===== src/rtl/uart_ahb_fifo.sv =====
// rtl/uart_ahb_fifo.sv - UART with a zero-wait-state AHB-style register port and TX/RX FIFOs

`ifndef AHB_DATA_WIDTH
`define AHB_DATA_WIDTH 32
`endif
`ifndef AHB_ADDR_WIDTH
`define AHB_ADDR_WIDTH 32
`endif

module uart_ahb_fifo #(
  parameter int          FIFO_DEPTH  = 8,
  parameter logic [15:0] DEFAULT_DIV = 16'd868,
  parameter int          DATA_BITS   = 8
) (
  input  logic                       clk,
  input  logic                       rstn,
  input  logic [`AHB_DATA_WIDTH-1:0] hwdata,
  input  logic [`AHB_ADDR_WIDTH-1:0] haddr,
  input  logic                       hsel,
  input  logic                       hwrite,
  output logic                       hready,
  output logic                       hresp,
  output logic [`AHB_DATA_WIDTH-1:0] hrdata,
  input  logic                       rx_pin,
  output logic                       tx_pin,
  output logic                       irq
);

  localparam int          AW       = $clog2(FIFO_DEPTH);
  localparam logic [AW:0] PTR_ONE  = (AW+1)'(1);
  localparam logic [2:0]  LAST_BIT = 3'(DATA_BITS - 1);

  typedef enum logic [2:0] {
    ST_IDLE,
    ST_START,
    ST_DATA,
    ST_PARITY,
    ST_STOP
  } uart_state_e;

  // ---------------------------------------------------------------------------
  // Register port decode
  // ---------------------------------------------------------------------------
  logic       wr_en, rd_en;
  logic [1:0] reg_sel;
  logic       tx_push, rx_pop;
  logic [2:0] clr_bits;
  logic       unused_bus_bits;

  assign hready   = 1'b1;
  assign hresp    = 1'b0;
  assign wr_en    = hsel & hwrite;
  assign rd_en    = hsel & ~hwrite;
  assign reg_sel  = haddr[3:2];
  assign tx_push  = wr_en & (reg_sel == 2'd0);
  assign rx_pop   = rd_en & (reg_sel == 2'd0);
  assign clr_bits = (wr_en && reg_sel == 2'd3) ? hwdata[2:0] : 3'b000;
  assign unused_bus_bits = ^{hwdata[`AHB_DATA_WIDTH-1:20], haddr[`AHB_ADDR_WIDTH-1:4], haddr[1:0]};

  logic [19:0] ctrl_q, ctrl_d;
  logic [15:0] div_eff;

  // Frame timing never goes below 4 clocks per bit so the RX half-bit point stays meaningful
  assign div_eff = (ctrl_q[15:0] < 16'd4) ? 16'd4 : ctrl_q[15:0];

  // CTRL holds the programmed settings; each FSM snapshots them at its own frame start
  always_comb begin
    ctrl_d = ctrl_q;
    if (wr_en && reg_sel == 2'd2) ctrl_d = hwdata[19:0];
  end

  // CTRL register
  always_ff @(posedge clk or negedge rstn) begin
    if (!rstn) ctrl_q <= {4'b0000, DEFAULT_DIV};
    else       ctrl_q <= ctrl_d;
  end

  // ---------------------------------------------------------------------------
  // TX FIFO
  // ---------------------------------------------------------------------------
  logic [DATA_BITS-1:0] txf_mem_q [FIFO_DEPTH];
  logic [AW:0]          txf_wr_q, txf_wr_d, txf_rd_q, txf_rd_d;
  logic                 tx_full, tx_empty, tx_pop;
  logic [DATA_BITS-1:0] tx_head;

  assign tx_full  = (txf_wr_q[AW] != txf_rd_q[AW]) && (txf_wr_q[AW-1:0] == txf_rd_q[AW-1:0]);
  assign tx_empty = (txf_wr_q == txf_rd_q);
  assign tx_head  = txf_mem_q[txf_rd_q[AW-1:0]];

  // Push is judged against the pre-pop fullness, so a push on full is dropped even with a pop
  always_comb begin
    txf_wr_d = txf_wr_q;
    txf_rd_d = txf_rd_q;
    if (tx_push && !tx_full) txf_wr_d = txf_wr_q + PTR_ONE;
    if (tx_pop)              txf_rd_d = txf_rd_q + PTR_ONE;
  end

  // TX FIFO pointers
  always_ff @(posedge clk or negedge rstn) begin
    if (!rstn) begin
      txf_wr_q <= '0;
      txf_rd_q <= '0;
    end else begin
      txf_wr_q <= txf_wr_d;
      txf_rd_q <= txf_rd_d;
    end
  end

  // TX FIFO storage
  always_ff @(posedge clk) begin
    if (tx_push && !tx_full) txf_mem_q[txf_wr_q[AW-1:0]] <= hwdata[DATA_BITS-1:0];
  end

  // ---------------------------------------------------------------------------
  // RX FIFO
  // ---------------------------------------------------------------------------
  logic [DATA_BITS-1:0] rxf_mem_q [FIFO_DEPTH];
  logic [AW:0]          rxf_wr_q, rxf_wr_d, rxf_rd_q, rxf_rd_d;
  logic                 rx_full, rx_empty, rx_push;
  logic [DATA_BITS-1:0] rx_head, rx_shift_q;
  logic [AW:0]          rx_count;
  logic [7:0]           rx_count8;

  assign rx_full   = (rxf_wr_q[AW] != rxf_rd_q[AW]) && (rxf_wr_q[AW-1:0] == rxf_rd_q[AW-1:0]);
  assign rx_empty  = (rxf_wr_q == rxf_rd_q);
  assign rx_head   = rx_empty ? '0 : rxf_mem_q[rxf_rd_q[AW-1:0]];
  assign rx_count  = rxf_wr_q - rxf_rd_q;
  assign rx_count8 = 8'(rx_count);

  // Reads of an empty FIFO leave the pointers alone
  always_comb begin
    rxf_wr_d = rxf_wr_q;
    rxf_rd_d = rxf_rd_q;
    if (rx_push && !rx_full) rxf_wr_d = rxf_wr_q + PTR_ONE;
    if (rx_pop && !rx_empty) rxf_rd_d = rxf_rd_q + PTR_ONE;
  end

  // RX FIFO pointers
  always_ff @(posedge clk or negedge rstn) begin
    if (!rstn) begin
      rxf_wr_q <= '0;
      rxf_rd_q <= '0;
    end else begin
      rxf_wr_q <= rxf_wr_d;
      rxf_rd_q <= rxf_rd_d;
    end
  end

  // RX FIFO storage
  always_ff @(posedge clk) begin
    if (rx_push && !rx_full) rxf_mem_q[rxf_wr_q[AW-1:0]] <= rx_shift_q;
  end

  // ---------------------------------------------------------------------------
  // Transmitter
  // ---------------------------------------------------------------------------
  uart_state_e          tx_state_q, tx_state_d;
  logic [15:0]          tx_cnt_q, tx_cnt_d, tx_div_q, tx_div_d;
  logic [2:0]           tx_bit_q, tx_bit_d;
  logic [DATA_BITS-1:0] tx_shift_q, tx_shift_d;
  logic                 tx_par_q, tx_par_d, tx_par_en_q, tx_par_en_d;
  logic                 tx_pin_q, tx_pin_d;
  logic                 tx_bit_end, tx_load;

  assign tx_bit_end = (tx_cnt_q == tx_div_q - 16'd1);

  // TX next state; tx_pin_d is the line level for the next cycle so the pin comes straight off a flop
  always_comb begin
    tx_state_d  = tx_state_q;
    tx_cnt_d    = tx_cnt_q;
    tx_bit_d    = tx_bit_q;
    tx_shift_d  = tx_shift_q;
    tx_par_d    = tx_par_q;
    tx_div_d    = tx_div_q;
    tx_par_en_d = tx_par_en_q;
    tx_pin_d    = tx_pin_q;
    tx_pop      = 1'b0;
    tx_load     = 1'b0;
    case (tx_state_q)
      ST_IDLE: begin
        tx_pin_d = 1'b1;
        if (!tx_empty) tx_load = 1'b1;
      end
      ST_START: begin
        if (tx_bit_end) begin
          tx_state_d = ST_DATA;
          tx_cnt_d   = 16'd0;
          tx_bit_d   = 3'd0;
          tx_pin_d   = tx_shift_q[0];
        end else begin
          tx_cnt_d = tx_cnt_q + 16'd1;
        end
      end
      ST_DATA: begin
        if (tx_bit_end) begin
          tx_cnt_d = 16'd0;
          if (tx_bit_q == LAST_BIT) begin
            if (tx_par_en_q) begin
              tx_state_d = ST_PARITY;
              tx_pin_d   = tx_par_q;
            end else begin
              tx_state_d = ST_STOP;
              tx_pin_d   = 1'b1;
            end
          end else begin
            tx_bit_d   = tx_bit_q + 3'd1;
            tx_shift_d = tx_shift_q >> 1;
            tx_pin_d   = tx_shift_d[0];
          end
        end else begin
          tx_cnt_d = tx_cnt_q + 16'd1;
        end
      end
      ST_PARITY: begin
        if (tx_bit_end) begin
          tx_state_d = ST_STOP;
          tx_cnt_d   = 16'd0;
          tx_pin_d   = 1'b1;
        end else begin
          tx_cnt_d = tx_cnt_q + 16'd1;
        end
      end
      ST_STOP: begin
        if (tx_bit_end) begin
          if (!tx_empty) begin
            tx_load = 1'b1;
          end else begin
            tx_state_d = ST_IDLE;
            tx_pin_d   = 1'b1;
          end
        end else begin
          tx_cnt_d = tx_cnt_q + 16'd1;
        end
      end
      default: begin
        tx_state_d = ST_IDLE;
        tx_pin_d   = 1'b1;
      end
    endcase
    // Frame start: pop the head and freeze the frame settings for its whole duration
    if (tx_load) begin
      tx_pop      = 1'b1;
      tx_state_d  = ST_START;
      tx_cnt_d    = 16'd0;
      tx_shift_d  = tx_head;
      tx_par_d    = (^tx_head) ^ ctrl_q[17];
      tx_div_d    = div_eff;
      tx_par_en_d = ctrl_q[16];
      tx_pin_d    = 1'b0;
    end
  end

  // TX state register; reset drives the line idle immediately
  always_ff @(posedge clk or negedge rstn) begin
    if (!rstn) begin
      tx_state_q  <= ST_IDLE;
      tx_cnt_q    <= 16'd0;
      tx_bit_q    <= 3'd0;
      tx_shift_q  <= '0;
      tx_par_q    <= 1'b0;
      tx_div_q    <= 16'd4;
      tx_par_en_q <= 1'b0;
      tx_pin_q    <= 1'b1;
    end else begin
      tx_state_q  <= tx_state_d;
      tx_cnt_q    <= tx_cnt_d;
      tx_bit_q    <= tx_bit_d;
      tx_shift_q  <= tx_shift_d;
      tx_par_q    <= tx_par_d;
      tx_div_q    <= tx_div_d;
      tx_par_en_q <= tx_par_en_d;
      tx_pin_q    <= tx_pin_d;
    end
  end

  assign tx_pin = tx_pin_q;

  // ---------------------------------------------------------------------------
  // Receiver
  // ---------------------------------------------------------------------------
  logic                 rx_s1_q, rx_s2_q, rx_s3_q;
  uart_state_e          rx_state_q, rx_state_d;
  logic [15:0]          rx_cnt_q, rx_cnt_d, rx_div_q, rx_div_d;
  logic [2:0]           rx_bit_q, rx_bit_d;
  logic [DATA_BITS-1:0] rx_shift_d;
  logic                 rx_par_en_q, rx_par_en_d, rx_par_odd_q, rx_par_odd_d;
  logic                 rx_bit_end, set_perr, set_ferr, set_ovf;

  // Two-flop synchronizer plus one history flop for falling-edge detection
  always_ff @(posedge clk or negedge rstn) begin
    if (!rstn) begin
      rx_s1_q <= 1'b1;
      rx_s2_q <= 1'b1;
      rx_s3_q <= 1'b1;
    end else begin
      rx_s1_q <= rx_pin;
      rx_s2_q <= rx_s1_q;
      rx_s3_q <= rx_s2_q;
    end
  end

  assign rx_bit_end = (rx_cnt_q == rx_div_q - 16'd1);

  // RX next state: half a bit into START confirms the start bit, then one sample per bit period
  always_comb begin
    rx_state_d   = rx_state_q;
    rx_cnt_d     = rx_cnt_q;
    rx_bit_d     = rx_bit_q;
    rx_shift_d   = rx_shift_q;
    rx_div_d     = rx_div_q;
    rx_par_en_d  = rx_par_en_q;
    rx_par_odd_d = rx_par_odd_q;
    rx_push      = 1'b0;
    set_perr     = 1'b0;
    set_ferr     = 1'b0;
    case (rx_state_q)
      ST_IDLE: begin
        if (rx_s3_q && !rx_s2_q) begin
          rx_state_d   = ST_START;
          rx_cnt_d     = 16'd0;
          rx_div_d     = div_eff;
          rx_par_en_d  = ctrl_q[16];
          rx_par_odd_d = ctrl_q[17];
        end
      end
      ST_START: begin
        if (rx_cnt_q == {1'b0, rx_div_q[15:1]} - 16'd1) begin
          rx_cnt_d   = 16'd0;
          rx_bit_d   = 3'd0;
          rx_state_d = rx_s2_q ? ST_IDLE : ST_DATA;
        end else begin
          rx_cnt_d = rx_cnt_q + 16'd1;
        end
      end
      ST_DATA: begin
        if (rx_bit_end) begin
          rx_cnt_d   = 16'd0;
          rx_shift_d = {rx_s2_q, rx_shift_q[DATA_BITS-1:1]};
          if (rx_bit_q == LAST_BIT) rx_state_d = rx_par_en_q ? ST_PARITY : ST_STOP;
          else                      rx_bit_d   = rx_bit_q + 3'd1;
        end else begin
          rx_cnt_d = rx_cnt_q + 16'd1;
        end
      end
      ST_PARITY: begin
        if (rx_bit_end) begin
          rx_cnt_d   = 16'd0;
          rx_state_d = ST_STOP;
          if (rx_s2_q != ((^rx_shift_q) ^ rx_par_odd_q)) set_perr = 1'b1;
        end else begin
          rx_cnt_d = rx_cnt_q + 16'd1;
        end
      end
      ST_STOP: begin
        if (rx_bit_end) begin
          rx_cnt_d   = 16'd0;
          rx_state_d = ST_IDLE;
          if (!rx_s2_q) set_ferr = 1'b1;
          else          rx_push  = 1'b1;
        end else begin
          rx_cnt_d = rx_cnt_q + 16'd1;
        end
      end
      default: rx_state_d = ST_IDLE;
    endcase
  end

  // RX state register
  always_ff @(posedge clk or negedge rstn) begin
    if (!rstn) begin
      rx_state_q   <= ST_IDLE;
      rx_cnt_q     <= 16'd0;
      rx_bit_q     <= 3'd0;
      rx_shift_q   <= '0;
      rx_div_q     <= 16'd4;
      rx_par_en_q  <= 1'b0;
      rx_par_odd_q <= 1'b0;
    end else begin
      rx_state_q   <= rx_state_d;
      rx_cnt_q     <= rx_cnt_d;
      rx_bit_q     <= rx_bit_d;
      rx_shift_q   <= rx_shift_d;
      rx_div_q     <= rx_div_d;
      rx_par_en_q  <= rx_par_en_d;
      rx_par_odd_q <= rx_par_odd_d;
    end
  end

  // ---------------------------------------------------------------------------
  // Sticky status flags, status word, read mux, interrupt
  // ---------------------------------------------------------------------------
  logic ovf_q, ovf_d, perr_q, perr_d, ferr_q, ferr_d;
  logic [15:0] status;

  assign set_ovf = rx_push & rx_full;

  // A new event in the same cycle as its CLR keeps the flag set
  always_comb begin
    ovf_d  = set_ovf  | (ovf_q  & ~clr_bits[0]);
    perr_d = set_perr | (perr_q & ~clr_bits[1]);
    ferr_d = set_ferr | (ferr_q & ~clr_bits[2]);
  end

  // Sticky flag registers
  always_ff @(posedge clk or negedge rstn) begin
    if (!rstn) begin
      ovf_q  <= 1'b0;
      perr_q <= 1'b0;
      ferr_q <= 1'b0;
    end else begin
      ovf_q  <= ovf_d;
      perr_q <= perr_d;
      ferr_q <= ferr_d;
    end
  end

  assign status = {rx_count8, ferr_q, perr_q, ovf_q, (tx_state_q != ST_IDLE),
                   rx_empty, rx_full, tx_empty, tx_full};

  // Read data is combinational from the address and forced to 0 while in reset
  always_comb begin
    hrdata = '0;
    if (rd_en && rstn) begin
      case (reg_sel)
        2'd0:    hrdata[DATA_BITS-1:0] = rx_head;
        2'd1:    hrdata[15:0] = status;
        2'd2:    hrdata[19:0] = ctrl_q;
        default: hrdata = '0;
      endcase
    end
  end

  assign irq = (ctrl_q[18] & ~rx_empty) | (ctrl_q[19] & tx_empty) | ovf_q | ferr_q;

endmodule


===== config.mk =====
export PLATFORM = sky130hd
export DESIGN_NAME = uart_ahb_fifo
export DESIGN_NICKNAME = d
export VERILOG_FILES = /design/src/rtl/uart_ahb_fifo.sv
export SDC_FILE = /design/constraint.sdc
export NUM_CORES = 1
export LEC_CHECK = 0
export ABC_AREA = 0
export CORE_ASPECT_RATIO = 0.7
export CORE_MARGIN = 2
export CORE_UTILIZATION = 40
export DETAILED_ROUTE_END_ITERATION = 8
export PLACE_DENSITY = 0.67
export SYNTH_ARGS = -nofsm -noshare
export SYNTH_HDL_FRONTEND = slang
export SYNTH_SLANG_ARGS = --single-unit

===== constraint.sdc =====
create_clock -name clk -period 11.88 [get_ports clk]
set_input_delay 2.376 -clock clk [delete_from_list [all_inputs] [get_ports clk]]
set_output_delay 2.376 -clock clk [all_outputs]
set_load 0.005 [all_outputs]

==> results of run 1 <==
[state kept, by name, summed over array words and instances, names as in the netlist, 8 cells and up]
| register | flops |
|---|---|
| rx_cnt_q | 16 |
| rx_shift_q | 8 |
| tx_cnt_q | 16 |
| rx_div_q | 16 |
| tx_shift_q | 8 |
| txf_mem_q | 64 |
| tx_div_q | 16 |
| rxf_mem_q | 64 |
| ctrl_q | 20 |
[kinds of logic after synthesis]
logic type / synth area share (%)
fa+ha+maj: 2.15
buf+inv: 3.59
mux: 10.6
xor+xnor: 6.07
simple gates: 15.4
flops: 53.5
other cells: 0.0548
compound gates: 8.64
[cell usage in the layout, fill, tap and decap left out, types with 7 or more instances in the layout]
cell type / instances
nand2_1: 168
dfrtp_1: 128
edfxtp_1: 128
nor2_1: 72
xnor2_1: 64
clkdlybuf4s50_1: 47
mux2_2: 45
nand3_1: 39
inv_1: 33
mux4_2: 32
nor3_1: 32
xor2_1: 31
clkbuf_16: 27
o21ai_0: 25
mux2i_1: 23
ha_1: 22
and2_1: 19
a21oi_1: 18
nand4_1: 16
buf_4: 16
o22ai_1: 15
a31oi_1: 15
conb_1: 14
o2bb2ai_1: 13
and3_1: 12
nor2b_1: 11
dfstp_2: 11
nor4_1: 10
or3_1: 10
a222oi_1: 8
o211ai_1: 8
or2_2: 7
clkbuf_1: 7
[power by group]
part	internal [mW]	switching, mW	leakage, nW
clock	0.507	0.370	0.446
combinational	0.549	0.609	2.63
sequential	1.09	0.238	2.82
[cells in the mapped netlist, drive strengths merged, types with 23 or more instances]
master / number
inv: 33
buf: 25
nor3: 33
edfxtp: 128
nand2: 168
xor2: 31
mux2: 45
nor2: 72
o21ai: 28
mux2i: 23
xnor2: 64
mux4: 32
dfrtp: 128
clkbuf: 51
nand3: 39
[through the flow]
step                instances  hold WS, ns
finish                   1676        0.355
global route             1676        0.359
CTS                      1676        0.356
detailed placement       1626        0.347
global placement         1626        0.347
floorplan                1203        0.345
[area by class of cell]
class                      count  area [um^2]  area share (%)
sequential                   267         7340            47.5
timing repair buffer          64          602            3.89
clock inverter                13          163            1.05
multi-input combinational    824         5940            38.4
tap                          435          544            3.52
clock buffer                  37          743            4.81
inverter                      36          135           0.874
[metal layers]
layer / GRT usage [%] / wire length, um / vias up
li1: - / - / 4370
met1: 26.8 / 15100 / 4675
met2: 26.2 / 13900 / 278
met3: 3.26 / 1920 / 68
met4: 5.18 / 877 / 0
met5: 0 / 0 / -
[how the worst min path moves through the flow]
stage               cells after the start  slack, ns                 to
floorplan                               0       0.35  rx_s2_q$_DFF_PN1_
global placement                        0       0.35  rx_s2_q$_DFF_PN1_
detailed placement                      0       0.35  rx_s2_q$_DFF_PN1_
CTS                                     0       0.36  rx_s2_q$_DFF_PN1_
global route                            0       0.36  rx_s2_q$_DFF_PN1_
finish                                  0       0.36  rx_s2_q$_DFF_PN1_
==> flow_summary_export.csv, run 1 <==
group,metric,value,unit
run_status,outcome,"finished, final reports clean",
place,port-buffer-count,48,
pwr,leakagePower,5.90,nW
detailed_routing,wl,31.8,mm
detailed_routing,wl_per_cell,19.0,um
sta,setup_tns,0,ns
critical_path,crit_path_start,"haddr[2]",
grt,grt_use_total,17.8,%
die,dieArea,0.0358,mm^2
clocking,insertion_delay,0.57,ns
critical_path,rrSetupSlack,7.55,ns
critical_path,cp_slowest_stage_delay,0.62,ns
clocking,clockRootBuffer,"clkbuf_16",
critical_path,worstSetupStartpointType,"input pin",
sta,period_needed,7.26,ns
die,start_util,40.8,%
grt,grt_pass1_vias,8966,
yosys,syn_avg_cell_area,11.5,um^2
yosys,async_flop_share,52.1,%
place,gp_congestion,0.898,
critical_path,path_buf_inv,3,
detailed_routing,drt_drc_violations_left,0,
detailed_routing,drtIter0Drc,935,
yosys,yosysUniqueCellTypes,78,
detailed_routing,drtAntennaViolNets,0,
detailed_routing,vias,9391,
layout,diodes,0,
pwr,power_density,218,mW/mm^2
layout,drive_above_1_share,13.8,%
pwr,ir_worst_vdd,0.000115,V
critical_path,cp_data_required_time,9.50,ns
clocking,cts_sinks,267,
yosys,synth_edf_count,128,
clocking,cts_hold_repair.buffers,0,
critical_path,cp_cell_sequence,"clkdlybuf4s50_1 > inv_1 > ha_1 > and3_1 > and2_1 > clkdlybuf4s50_1",
critical_path,crit_end,"hrdata[12]",
sta,max_freq,138,MHz
critical_path,r2r-start,"rx_div_q[1]$_DFFE_PN0P_",
layout,stdcell_area,0.0155,mm^2
critical_path,worst-path-stages,6,
die,core_region_area,0.0336,mm^2
yosys,synth_top_area_share,28.0,%
clocking,cts_tree,"yes",
critical_path,path_class,"in2out",
grt,grt-ovfl-total,0,
yosys,synth_seq_area_share,53.5,%
detailed_routing,dr.pass1.iters,8,
layout,nets,1312,
yosys,synth_warnings,0,
critical_path,crit_family,"buffers and inverters",
layout,num-fill-cells,3093,
die,ios,105,
critical_path,rr_worst_depth,10,
clocking,cts_max_level,1,
yosys,ys.flop_type,"edfxtp_1",
clocking,clk_pin_slew_worst_paths,0.06,ns
detailed_routing,via_per_inst,5.60,
yosys,synth.area.top_cells,"edfxtp_1 (28%), dfrtp_1 (23%), mux4_2 (5.3%)",
min_path,hp-class,"reg2reg",
critical_path,slowest_stage,"and3_1",
critical_path,crit_fanout,14,
sta,final_hold_viol_count,0,
grt,grt_pass1_wl,50.3,mm
clocking,max-clock-path-buffers,3,
critical_path,arrival,4.88,ns
sta,final.setup.worst_slack,4.62,ns
critical_path,timing.rr.end,"rxf_mem_q[7][1]$_DFFE_PP_",
yosys,netlist_area,0.0137,mm^2
place,dpl_worst_slack,4.65,ns
grt,antenna_found_initial,0,
place,dpl_cell_area,0.0146,mm^2
critical_path,endpoint_kind,"primary output",
sta,setup_violations,0,
sta,worst_pin_slew,1.13,ns
layout,fin_util,46.0,%
die,rows,56,
layout,area_growth,12.7,%
yosys,syn_inst,1191,
clocking,cts_resized,0,
sta,slew_headroom,24.6,%
yosys,ys_seq_elements,267,
sta,rsz0062_at_grt,"no",
place,place_hpwl,22.4,mm
die,die_w,225,um
clocking,cts_made_buffers,27,
min_path,hp-start,"rx_s1_q$_DFF_PN1_",
grt,grt_max_degree,74,
flow_run,max-cap-violations,0,
sta,fin_skew,0.0214,ns
clocking,cts_setup_buffers,0,
critical_path,cp_common_cell,"clkdlybuf4s50_1",
yosys,synth_area_leader_cell,"edfxtp_1",
sta,fin_crit_sh,61.1,%
sta,drv_slew,0,
pwr,report.power.total,3.36,mW
die,chipHeight,159,um
No activity file was read; power rests on OpenSTA's default activity.
==> run 2: changes to the inputs <==
PLACE_DENSITY = 0.69   (was 0.67)
clock period = 6.54 ns   (was 11.88 ns; I/O delays follow)
==> flow_summary_export.csv, run 2 (synthesized netlist as in run 1, its figures left out) <==
group,metric,value,unit
critical_path,timing.rr.end,"rxf_mem_q[4][7]$_DFFE_PP_",
clocking,cts_hold_repair.buffers,0,
critical_path,path_class,"reg2out",
sta,final_hold_viol_count,0,
place,dpl_worst_slack,1.52,ns
layout,drive_above_1_share,13.7,%
critical_path,worstSetupStartpointType,"flip-flop",
clocking,cts_max_level,1,
place,dpl_cell_area,0.0146,mm^2
pwr,power_frac_comb,33.9,%
die,die_w,225,um
layout,multi_input_area,0.00594,mm^2
min_path,hp-class,"reg2reg",
sta,setup_violations,0,
die,dieArea,0.0358,mm^2
layout,area_growth,13.9,%
sta,drv_slew,0,
die,core_region_area,0.0336,mm^2
critical_path,cp_data_required_time,5.23,ns
detailed_routing,dr.pass1.iters,7,
pwr,power_switching,2.21,mW
pwr,p_int,4.11,mW
die,start_util,40.8,%
sta,period_needed,5.19,ns
layout,diodes,0,
sta,setup_tns,0,ns
pwr,power_frac_seq,37.6,%
layout,mostFrequentLayoutCells,"nand2_1 (168), dfrtp_1 (128), edfxtp_1 (128), nor2_1 (72), xnor2_1 (64)",
sta,fin_crit_sh,79.3,%
pwr,clkPwrFrac,28.5,%
sta,final.setup.worst_slack,1.35,ns
grt,grt_use_total,17.7,%
die,chipHeight,159,um
clocking,clk_pin_slew_worst_paths,0.06,ns
critical_path,arrival,3.88,ns
grt,grt_pass1_wl,50.7,mm
detailed_routing,drtAntennaViolNets,0,
critical_path,endpoint_kind,"primary output",
clocking,cts_tree,"yes",
sta,rsz0062_at_grt,"no",
clocking,cts_sinks,267,
sta,max_freq,193,MHz
pwr,leakagePower,5.97,nW
detailed_routing,wl_per_cell,18.9,um
place,place_hpwl,22.1,mm
min_path,hp-start,"rx_s1_q$_DFF_PN1_",
die,rows,56,
clocking,cts_resized,0,
clocking,cts_setup_buffers,0,
min_path,hold_path_end,"rx_s2_q$_DFF_PN1_",
grt,grt_max_degree,65,
clocking,clockRootBuffer,"clkbuf_16",
sta,fin_skew,0.0457,ns
clocking,cts_made_buffers,28,
layout,seq_area,0.00734,mm^2
grt,antenna_found_initial,0,
detailed_routing,drtIter0Drc,924,
place,dp.cells,1628,
critical_path,rr_worst_depth,10,
detailed_routing,vias,9359,
sta,fin_worst_hold_slack,0.356,ns
layout,instances_no_fill,1680,
run_status,outcome,"finished, final reports clean",
place,port-buffer-count,48,
critical_path,r2r-start,"rx_div_q[2]$_DFFE_PN1P_",
pwr,power_density,405,mW/mm^2
detailed_routing,wl_met2,14.4,mm
clocking,insertion_delay,0.57,ns
sta,slew_headroom,22.1,%
grt,grt-ovfl-total,0,
layout,num-fill-cells,3058,
critical_path,crit_fanout,11,
detailed_routing,via_per_inst,5.57,
layout,final_common_cell,"nand2_1",
detailed_routing,m1WireLength,14.9,mm
min_path,min_path_cells,0,
place,gp_congestion,0.926,
grt,grt_pass1_vias,9084,
detailed_routing,wl_met3,1.67,mm
layout,stdcell_area,0.0156,mm^2
flow_run,max-cap-violations,0,
detailed_routing,wl,31.7,mm
detailed_routing,drt_drc_violations_left,0,
clocking,max-clock-path-buffers,3,
pwr,power.share.switching,35.0,%
detailed_routing,highest_layer,"met4",
die,ios,105,
critical_path,rrSetupSlack,2.20,ns
sta,worst_pin_slew,1.17,ns
layout,nets,1315,
pwr,ir_worst_vdd,0.000221,V
## run 2: cell types whose count changed in the layout (fill, tap and decap cells not counted), moves of 2 or more
cell,delta
clkinv_1,+2
buf_4,+2
bufinv_16,+5
clkinv_2,-6
clkbuf_8,-2
clkbuf_1,+2
## run 2: critical path, stage by stage, from the launching register on
cell and delay [ns]:
dfrtp_1 0.61, clkinv_1 0.42, ha_1 0.46, nand3_1 0.16, nor2_1 0.10, nor2b_1 0.58
a222oi_1 0.19, nor2_1 0.23, clkdlybuf4s50_1 0.55
## run 2: power groups by stage
| stage | clock network [mW] | registers (mW) | logic [mW] |
|---|---|---|---|
| after floorplan | 0 | 2.16 | 1.81 |
| after global placement | 0 | 2.40 | 2.04 |
| after detailed placement | 0 | 2.40 | 2.11 |
| after CTS | 1.83 | 2.37 | 2.13 |
| after global routing | 1.90 | 2.42 | 2.38 |
| final | 1.80 | 2.38 | 2.14 |
## run 2: per-stage QoR
step / total power [mW] / util [%]
after global routing: 6.70 / 46.4
after global placement: 4.44 / 43.3
after CTS: 6.34 / 46.4
after floorplan: 3.97 / -
after detailed placement: 4.51 / 43.3
final: 6.32 / 46.4
## run 2: worst max-delay path by stage
stage	from	endpoint	slack (ns)	depth (start not counted)
after floorplan	rx_div_q[2]$_DFFE_PN1P_	rxf_mem_q[2][0]$_DFFE_PP_	2.62	12
after global placement	haddr[2]	hrdata[4]	1.56	7
after detailed placement	haddr[2]	hrdata[16]	1.52	6
after CTS	rxf_rd_q[2]$_DFFE_PN0P_	hrdata[4]	1.37	8
after global routing	rxf_rd_q[2]$_DFFE_PN0P_	hrdata[6]	1.21	8
final	rxf_rd_q[2]$_DFFE_PN0P_	hrdata[4]	1.35	8
## run 2: final cells by class
| type | count | area share, % |
|---|---|---|
| clock buffer | 38 | 4.79 |
| clock inverter | 14 | 1.93 |
| inverter | 36 | 0.865 |
| multi-input combinational | 824 | 38.0 |
| sequential | 267 | 47.0 |
| tap | 435 | 3.49 |
| timing repair buffer | 66 | 3.95 |
## run 2: per-layer routing
metal,track usage [%],vias up
met5,0,-
met3,2.70,56
met4,4.43,0
li1,-,4391
met2,27.3,261
met1,26.1,4651
